<file path="src/rtl/risc_pkg.sv">
// Shared RISC pipeline definitions: opcodes, instruction field positions,
// instruction width and the fetch-queue entry layout.
package risc_pkg;

  localparam int INSTR_W = 32;

  localparam int OPC_MSB = 31;
  localparam int OPC_LSB = 26;
  localparam int RS_MSB  = 25;
  localparam int RS_LSB  = 21;
  localparam int RT_MSB  = 20;
  localparam int RT_LSB  = 16;
  localparam int RD_MSB  = 15;
  localparam int RD_LSB  = 11;
  localparam int IMM_MSB = 15;
  localparam int IMM_LSB = 0;

  typedef logic [5:0] opcode_t;

  localparam opcode_t ADD   = 6'b000000;
  localparam opcode_t SUB   = 6'b000001;
  localparam opcode_t AND   = 6'b000010;
  localparam opcode_t OR    = 6'b000011;
  localparam opcode_t SLT   = 6'b000100;
  localparam opcode_t MUL   = 6'b000101;
  localparam opcode_t LW    = 6'b001000;
  localparam opcode_t SW    = 6'b001001;
  localparam opcode_t ADDI  = 6'b001010;
  localparam opcode_t SUBI  = 6'b001011;
  localparam opcode_t SLTI  = 6'b001100;
  localparam opcode_t BNEQZ = 6'b001101;
  localparam opcode_t BEQZ  = 6'b001110;
  localparam opcode_t HLT   = 6'b111111;

  typedef struct packed {
    logic [INSTR_W-1:0] ir;
    logic [31:0]        npc;
  } fetch_entry_t;

  function automatic logic is_hlt(input logic [INSTR_W-1:0] ir);
    logic [5:0] opc;
    opc = ir[OPC_MSB:OPC_LSB];
    is_hlt = (opc == HLT);
  endfunction

endpackage

</file>
<file path="src/rtl/risc_fetch_fifo.sv">
// Prefetch FIFO of {IR, NPC} entries: circular storage with head/tail
// pointers, occupancy count and a synchronous flush that empties it in one cycle.
module risc_fetch_fifo
  import risc_pkg::*;
#(
  parameter int DEPTH = 4
) (
  input  logic                     clk1,
  input  logic                     rst,
  input  logic                     flush,
  input  logic                     push,
  input  logic                     pop,
  input  fetch_entry_t             push_data,
  output fetch_entry_t             head_data,
  output logic [$clog2(DEPTH):0]   count
);

  localparam int PW = $clog2(DEPTH);

  fetch_entry_t    mem_r [DEPTH];
  logic [PW-1:0]   head_r;
  logic [PW-1:0]   tail_r;
  logic [PW:0]     count_r;

  // Entry storage; a flushed push is dropped along with the rest of the queue.
  always_ff @(posedge clk1) begin
    if (rst) begin
      for (int i = 0; i < DEPTH; i++) begin
        mem_r[i] <= '0;
      end
    end else if (push && !flush) begin
      mem_r[tail_r] <= push_data;
    end else begin
      mem_r[tail_r] <= mem_r[tail_r];
    end
  end

  // Pointers and occupancy; DEPTH is a power of two so pointers wrap naturally.
  always_ff @(posedge clk1) begin
    if (rst || flush) begin
      head_r  <= '0;
      tail_r  <= '0;
      count_r <= '0;
    end else begin
      if (push) begin
        tail_r <= tail_r + PW'(1);
      end else begin
        tail_r <= tail_r;
      end
      if (pop) begin
        head_r <= head_r + PW'(1);
      end else begin
        head_r <= head_r;
      end
      case ({push, pop})
        2'b10:   count_r <= count_r + (PW+1)'(1);
        2'b01:   count_r <= count_r - (PW+1)'(1);
        default: count_r <= count_r;
      endcase
    end
  end

  assign head_data = mem_r[head_r];
  assign count     = count_r;

endmodule

</file>
<file path="src/rtl/risc_fetch_queue.sv">
// Instruction fetch unit with prefetch queue feeding ID over valid/ready.
// Optional stop-on-HLT behaviour is enabled by defining RISC_FETCH_HALT_DETECT_EN.
module risc_fetch_queue
  import risc_pkg::*;
#(
  parameter int DEPTH = 4,
  parameter int AW    = 10
) (
  input  logic          clk1,
  input  logic          rst,
  output logic          imem_req,
  output logic [AW-1:0] imem_addr,
  input  logic [31:0]   imem_rdata,
  input  logic          redirect_valid,
  input  logic [31:0]   redirect_pc,
  input  logic          halt,
  input  logic          id_ready,
  output logic          id_valid,
  output logic [31:0]   IF_ID_IR,
  output logic [31:0]   IF_ID_NPC,
  output logic [31:0]   PC
);

  localparam int CW = $clog2(DEPTH) + 1;
  localparam logic [CW:0] DEPTH_C = DEPTH[CW:0];

  logic [31:0]   pc_r;
  logic [31:0]   infl_pc_r;
  logic          infl_r;
  logic          stop_s;
  logic          pop_s;
  logic          push_s;
  logic          req_s;
  logic          id_valid_s;
  logic [CW-1:0] count_s;
  logic [CW:0]   credit_s;
  fetch_entry_t  push_data_s;
  fetch_entry_t  head_s;

  // Handshake and credit: a request is allowed only if its response is sure to fit next cycle.
  always_comb begin
    id_valid_s  = (count_s != '0);
    pop_s       = id_valid_s && id_ready && !redirect_valid;
    push_s      = infl_r && !redirect_valid && !stop_s;
    credit_s    = {1'b0, count_s} + {{CW{1'b0}}, infl_r} - {{CW{1'b0}}, pop_s};
    req_s       = !rst && !halt && !redirect_valid && !stop_s && (credit_s < DEPTH_C);
    push_data_s = '{ir: imem_rdata, npc: infl_pc_r + 32'd1};
  end

  // PC and the single in-flight request; redirect discards whatever is outstanding.
  always_ff @(posedge clk1) begin
    if (rst) begin
      pc_r      <= 32'd0;
      infl_r    <= 1'b0;
      infl_pc_r <= 32'd0;
    end else if (redirect_valid) begin
      pc_r      <= redirect_pc;
      infl_r    <= 1'b0;
      infl_pc_r <= infl_pc_r;
    end else if (req_s) begin
      pc_r      <= pc_r + 32'd1;
      infl_r    <= 1'b1;
      infl_pc_r <= pc_r;
    end else begin
      pc_r      <= pc_r;
      infl_r    <= 1'b0;
      infl_pc_r <= infl_pc_r;
    end
  end

`ifdef RISC_FETCH_HALT_DETECT_EN
  logic stop_r;

  // Sticky stop once an HLT enters the queue; only a redirect or reset restarts fetch.
  always_ff @(posedge clk1) begin
    if (rst) begin
      stop_r <= 1'b0;
    end else if (redirect_valid) begin
      stop_r <= 1'b0;
    end else if (push_s && is_hlt(imem_rdata)) begin
      stop_r <= 1'b1;
    end else begin
      stop_r <= stop_r;
    end
  end

  assign stop_s = stop_r;
`else
  assign stop_s = 1'b0;
`endif

  risc_fetch_fifo #(
    .DEPTH (DEPTH)
  ) u_fifo (
    .clk1      (clk1),
    .rst       (rst),
    .flush     (redirect_valid),
    .push      (push_s),
    .pop       (pop_s),
    .push_data (push_data_s),
    .head_data (head_s),
    .count     (count_s)
  );

  // Head presentation; stale storage is masked so ID sees zeros when nothing is valid.
  always_comb begin
    if (id_valid_s) begin
      IF_ID_IR  = head_s.ir;
      IF_ID_NPC = head_s.npc;
    end else begin
      IF_ID_IR  = 32'd0;
      IF_ID_NPC = 32'd0;
    end
  end

  assign imem_req  = req_s;
  assign imem_addr = pc_r[AW-1:0];
  assign id_valid  = id_valid_s;
  assign PC        = pc_r;

endmodule
</file>
<file path="config.mk">
export PLATFORM = sky130hd
export DESIGN_NAME = risc_fetch_queue
export DESIGN_NICKNAME = d
export VERILOG_FILES = /design/src/rtl/risc_pkg.sv /design/src/rtl/risc_fetch_fifo.sv /design/src/rtl/risc_fetch_queue.sv
export SDC_FILE = /design/constraint.sdc
export NUM_CORES = 1
export LEC_CHECK = 0
export ABC_AREA = 0
export CORE_MARGIN = 3
export CORE_UTILIZATION = 23
export CTS_BUF_LIST = sky130_fd_sc_hd__clkbuf_8
export DETAILED_ROUTE_END_ITERATION = 8
export HOLD_SLACK_MARGIN = 0.06
export MAX_ROUTING_LAYER = met4
export PLACE_DENSITY = 0.48
export SYNTH_ARGS = -nofsm -noshare
export SYNTH_HDL_FRONTEND = slang
export SYNTH_SLANG_ARGS = --single-unit
</file>
<file path="constraint.sdc">
create_clock -name clk1 -period 12.54 [get_ports clk1]
set_input_delay 2.508 -clock clk1 [delete_from_list [all_inputs] [get_ports clk1]]
set_output_delay 2.508 -clock clk1 [all_outputs]
set_load 0.02 [all_outputs]
</file>
==> flow_summary.toml <==
[clock_network]
cts_resized = 0
tritoncts.num_buffers = 57
clockBufferDepth = 3
cts_setup_buffers = 0
clk_pin_slew_ps = 60
clock-sinks = 330
clk_latency_ps = 640
ctsHoldBuffers = 0
cts_root_buf = "clkbuf_8"
cts_tree = "built"
htree_levels = 2

[synth]
synth_cell_types = 53
synth-seq-cells = 330
yosys_warnings = 0
ys.flop_type = "edfxtp_1"
syn_inst = 1285
ys_seq_area_share_pct = 60.31
syn-cell-area_sq_um = 15200
async_flop_share_pct = 0
synth_edf_count = 256
synthesis.nets = 1361
syn_area_per_cell_sq_um = 11.83

[pwr]
seq_power_share_pct = 54.4
clkPwrFrac_pct = 39.4
leakagePower_uw = 0.006251
p_per_area_nw_per_um2 = 121.5
p_sw_share_pct = 24.30
ir_drop_mv = 0.06016
p_int_uw = 1732
power_frac_comb_pct = 6.2
switchingPower_uw = 555.8

[drt]
vias_per_cell = 4.426
post_drt_wl_per_cell_microns = 18.49
remaining_drc_errors = 0
drt_first_pass_iters = 5
totalWireLength_microns = 43320
drtIter0Drc = 725
routed-via-count = 10370
ant_nets = 0

[cells_and_area]
fin_nets = 1521
area_delta_synth_final_pct = 23.82
diodes = 0
drive_above_1_share_pct = 12.16
seqCellArea_sq_um = 9174
final_area_sq_um = 18820
multi_input_comb_area_sq_um = 5456
fillers = 6717

[sta]
fin_crit_sh_pct = 69.24
hold_viol = 0
drv_slew = 0
fin_ws_ps = 3858
slew-limit-headroom_pct = 27.95
period_needed_ps = 8682
tightest_slew_ps = 1081
setup_viol = 0
fin_worst_skew_ps = 33.87
setup-tns-final_ps = 0
clock.fmax_ghz = 0.1152
rsz0062_at_grt = "false"

[placement]
io_buffers = 176
dp_hpwl_microns = 26200
pre_cts_ws_ps = 3831
gp_congestion = 0.8382
post_dp_cell_area_sq_um = 17810

[die]
die_width_microns = 263.1
fp.dieH_microns = 263.1
start_util_pct = 23.41
coreArea_sq_um = 64930
die_area_sq_um = 69220
ioPinCount = 177
rows = 93

[hold_path]
min_path_type = "register to register"
min_to = "infl_pc_r[31]"
hp-start = "infl_pc_r[31]"
holdPathStages = 2

[critical_path]
required_ps = 10030
slowest_stage = "clkdlybuf4s50_1"
cp-start-kind = "input pin"
reg2reg_depth = 16
r2r_start = "u_fifo.count[2]"
critPathMaxFanout = 35
endpoint_kind = "output pin"
cp.arrival_ps = 6170
crit_type = "input pin to output pin"
max_stage_delay_ps = 720
worstPathCellList = "clkdlybuf4s50_1 -> nand2_1 -> nor2_1 -> ha_1 -> inv_1 -> ha_1 -> and3b_1 -> o2111ai_1 -> buf_4 -> and2_1 -> buf_4 -> clkinv_2 -> clkdlybuf4s50_1"
r2r_setup_slack_ps = 8420
rr_endpoint = "PC[0]"

[global_route]
antenna_found_initial = 0
grt_use_met2_pct = 20.55
gr-usage-met1_pct = 16.56
grtUsageTotal_pct = 12.78
grt_first_pass_wirelength_microns = 66930
grt_max_degree = 68
grt_use_met3_pct = 2.393
grt_pass1_vias = 11010
gr-total-overflow = 0
grt_most_used_layer = "met2"

[job]
cap_viol_max_count = 0

[outcome]
outcome = "finished, final reports clean"
-- layout by cell type (no fill, tap or decap), drive strengths merged, types with 6 or more instances in the layout --
cell	netlist	routed
nor2	250	250
inv	58	81
a211oi	22	22
xor2	17	17
nor3	10	10
clkdlybuf4s50	0	175
and4	9	9
a21oi	40	40
a311oi	6	6
clkinv	1	18
nand4	24	24
buf	28	18
dfxtp	74	74
nor4	15	15
ha	6	6
or3	9	9
edfxtp	256	256
o21ai	11	11
and2	71	71
nand3	23	23
xnor2	36	36
mux4	64	64
nand2	139	139
clkbuf	64	59
-- state kept, by name, indices dropped and copies added, names as in the netlist, named ones only --
name           count
infl_pc_r         32
u_fifo.mem_r     256
u_fifo.tail_r      2
infl_r             1
PC                32
u_fifo.head_r      2
u_fifo.count       3
-- critical path, delay by kind of cell --
family	cells	cell delay, ps
AO/OA/AOI/OAI	1	180
adder cells (fa/ha/maj)	2	430
buffers and inverters	6	2350
AND/OR/NAND/NOR	4	690
-- synth_stat cells, types with 4 or more instances --
cell type / count / share of area (%)
and4_1: 9 / 0.52
o21ai_0: 11 / 0.36
xor2_1: 17 / 0.98
or2_2: 4 / 0.16
or3_1: 9 / 0.37
nand2b_1: 5 / 0.21
nor3_1: 10 / 0.33
o211ai_1: 4 / 0.20
and3_1: 5 / 0.21
nand3_1: 23 / 0.76
nand4_1: 24 / 0.99
clkbuf_1: 64 / 1.6
nor2_1: 250 / 6.2
mux4_2: 64 / 9.5
o22ai_1: 4 / 0.16
a211oi_1: 14 / 0.69
nand2_1: 139 / 3.4
a21oi_1: 40 / 1.3
buf_4: 12 / 0.59
ha_1: 6 / 0.49
a211oi_2: 7 / 0.58
xnor2_1: 36 / 2.1
dfxtp_1: 74 / 9.7
or4_1: 4 / 0.20
nor4_1: 14 / 0.58
buf_1: 12 / 0.30
edfxtp_1: 256 / 51
and2_1: 71 / 2.9
a311oi_1: 6 / 0.35
inv_1: 58 / 1.4
-- power by group through the flow --
stage | Combinational [uW] | Sequential [uW] | Clock (uW)
floorplan | 68.5 | 1270 | 0
global placement | 146 | 1260 | 0
detailed placement | 145 | 1270 | 0
CTS | 146 | 1240 | 936
global route | 155 | 1250 | 990
finish | 143 | 1240 | 901
-- final cells by class --
class | count | area share [%]
Clock inverter | 43 | 1.083
Sequential cell | 330 | 48.74
Clock buffer | 59 | 4.314
Tap cell | 855 | 5.683
Inverter | 59 | 1.183
Multi-Input combinational cell | 804 | 28.99
Timing Repair Buffer | 193 | 10.01
-- worst max path at each step --
stage,cells past startpoint,end,slack [ps],from
floorplan,4,u_fifo.mem_r[3][0],4560,redirect_valid
CTS,13,imem_req,3810,id_ready
detailed placement,13,imem_req,3830,id_ready
global placement,13,imem_req,3850,id_ready
global route,13,imem_req,3560,id_ready
finish,13,imem_req,3860,id_ready
-- through the flow --
step	power, uW	hold WS [ps]	utilization, %	std cells
after floorplan	1334	444.4	-	1285
after global placement	1410	464.2	27.43	2241
after detailed placement	1412	467.2	27.43	2241
after CTS	2326	475.8	28.99	2343
after global routing	2393	503.3	28.99	2343
final	2287	472.0	28.99	2343
-- layer usage --
metal | vias up | wire length, microns | part of all wire, %
li1 | 4887 | - | -
met1 | 5124 | 19510 | 45
met2 | 292 | 20690 | 48
met3 | 66 | 2267 | 5.2
met4 | 0 | 844 | 1.9
met5 | - | 0 | 0
-- cells by family after synthesis --
family	synth area share [%]
fa+ha+maj	0.6255
compound gates	5.119
buf+inv	4.107
simple gates	17.09
xor+xnor	3.053
mux	9.687
flops	60.31
Note: power is estimated with default switching activity, not from simulation.
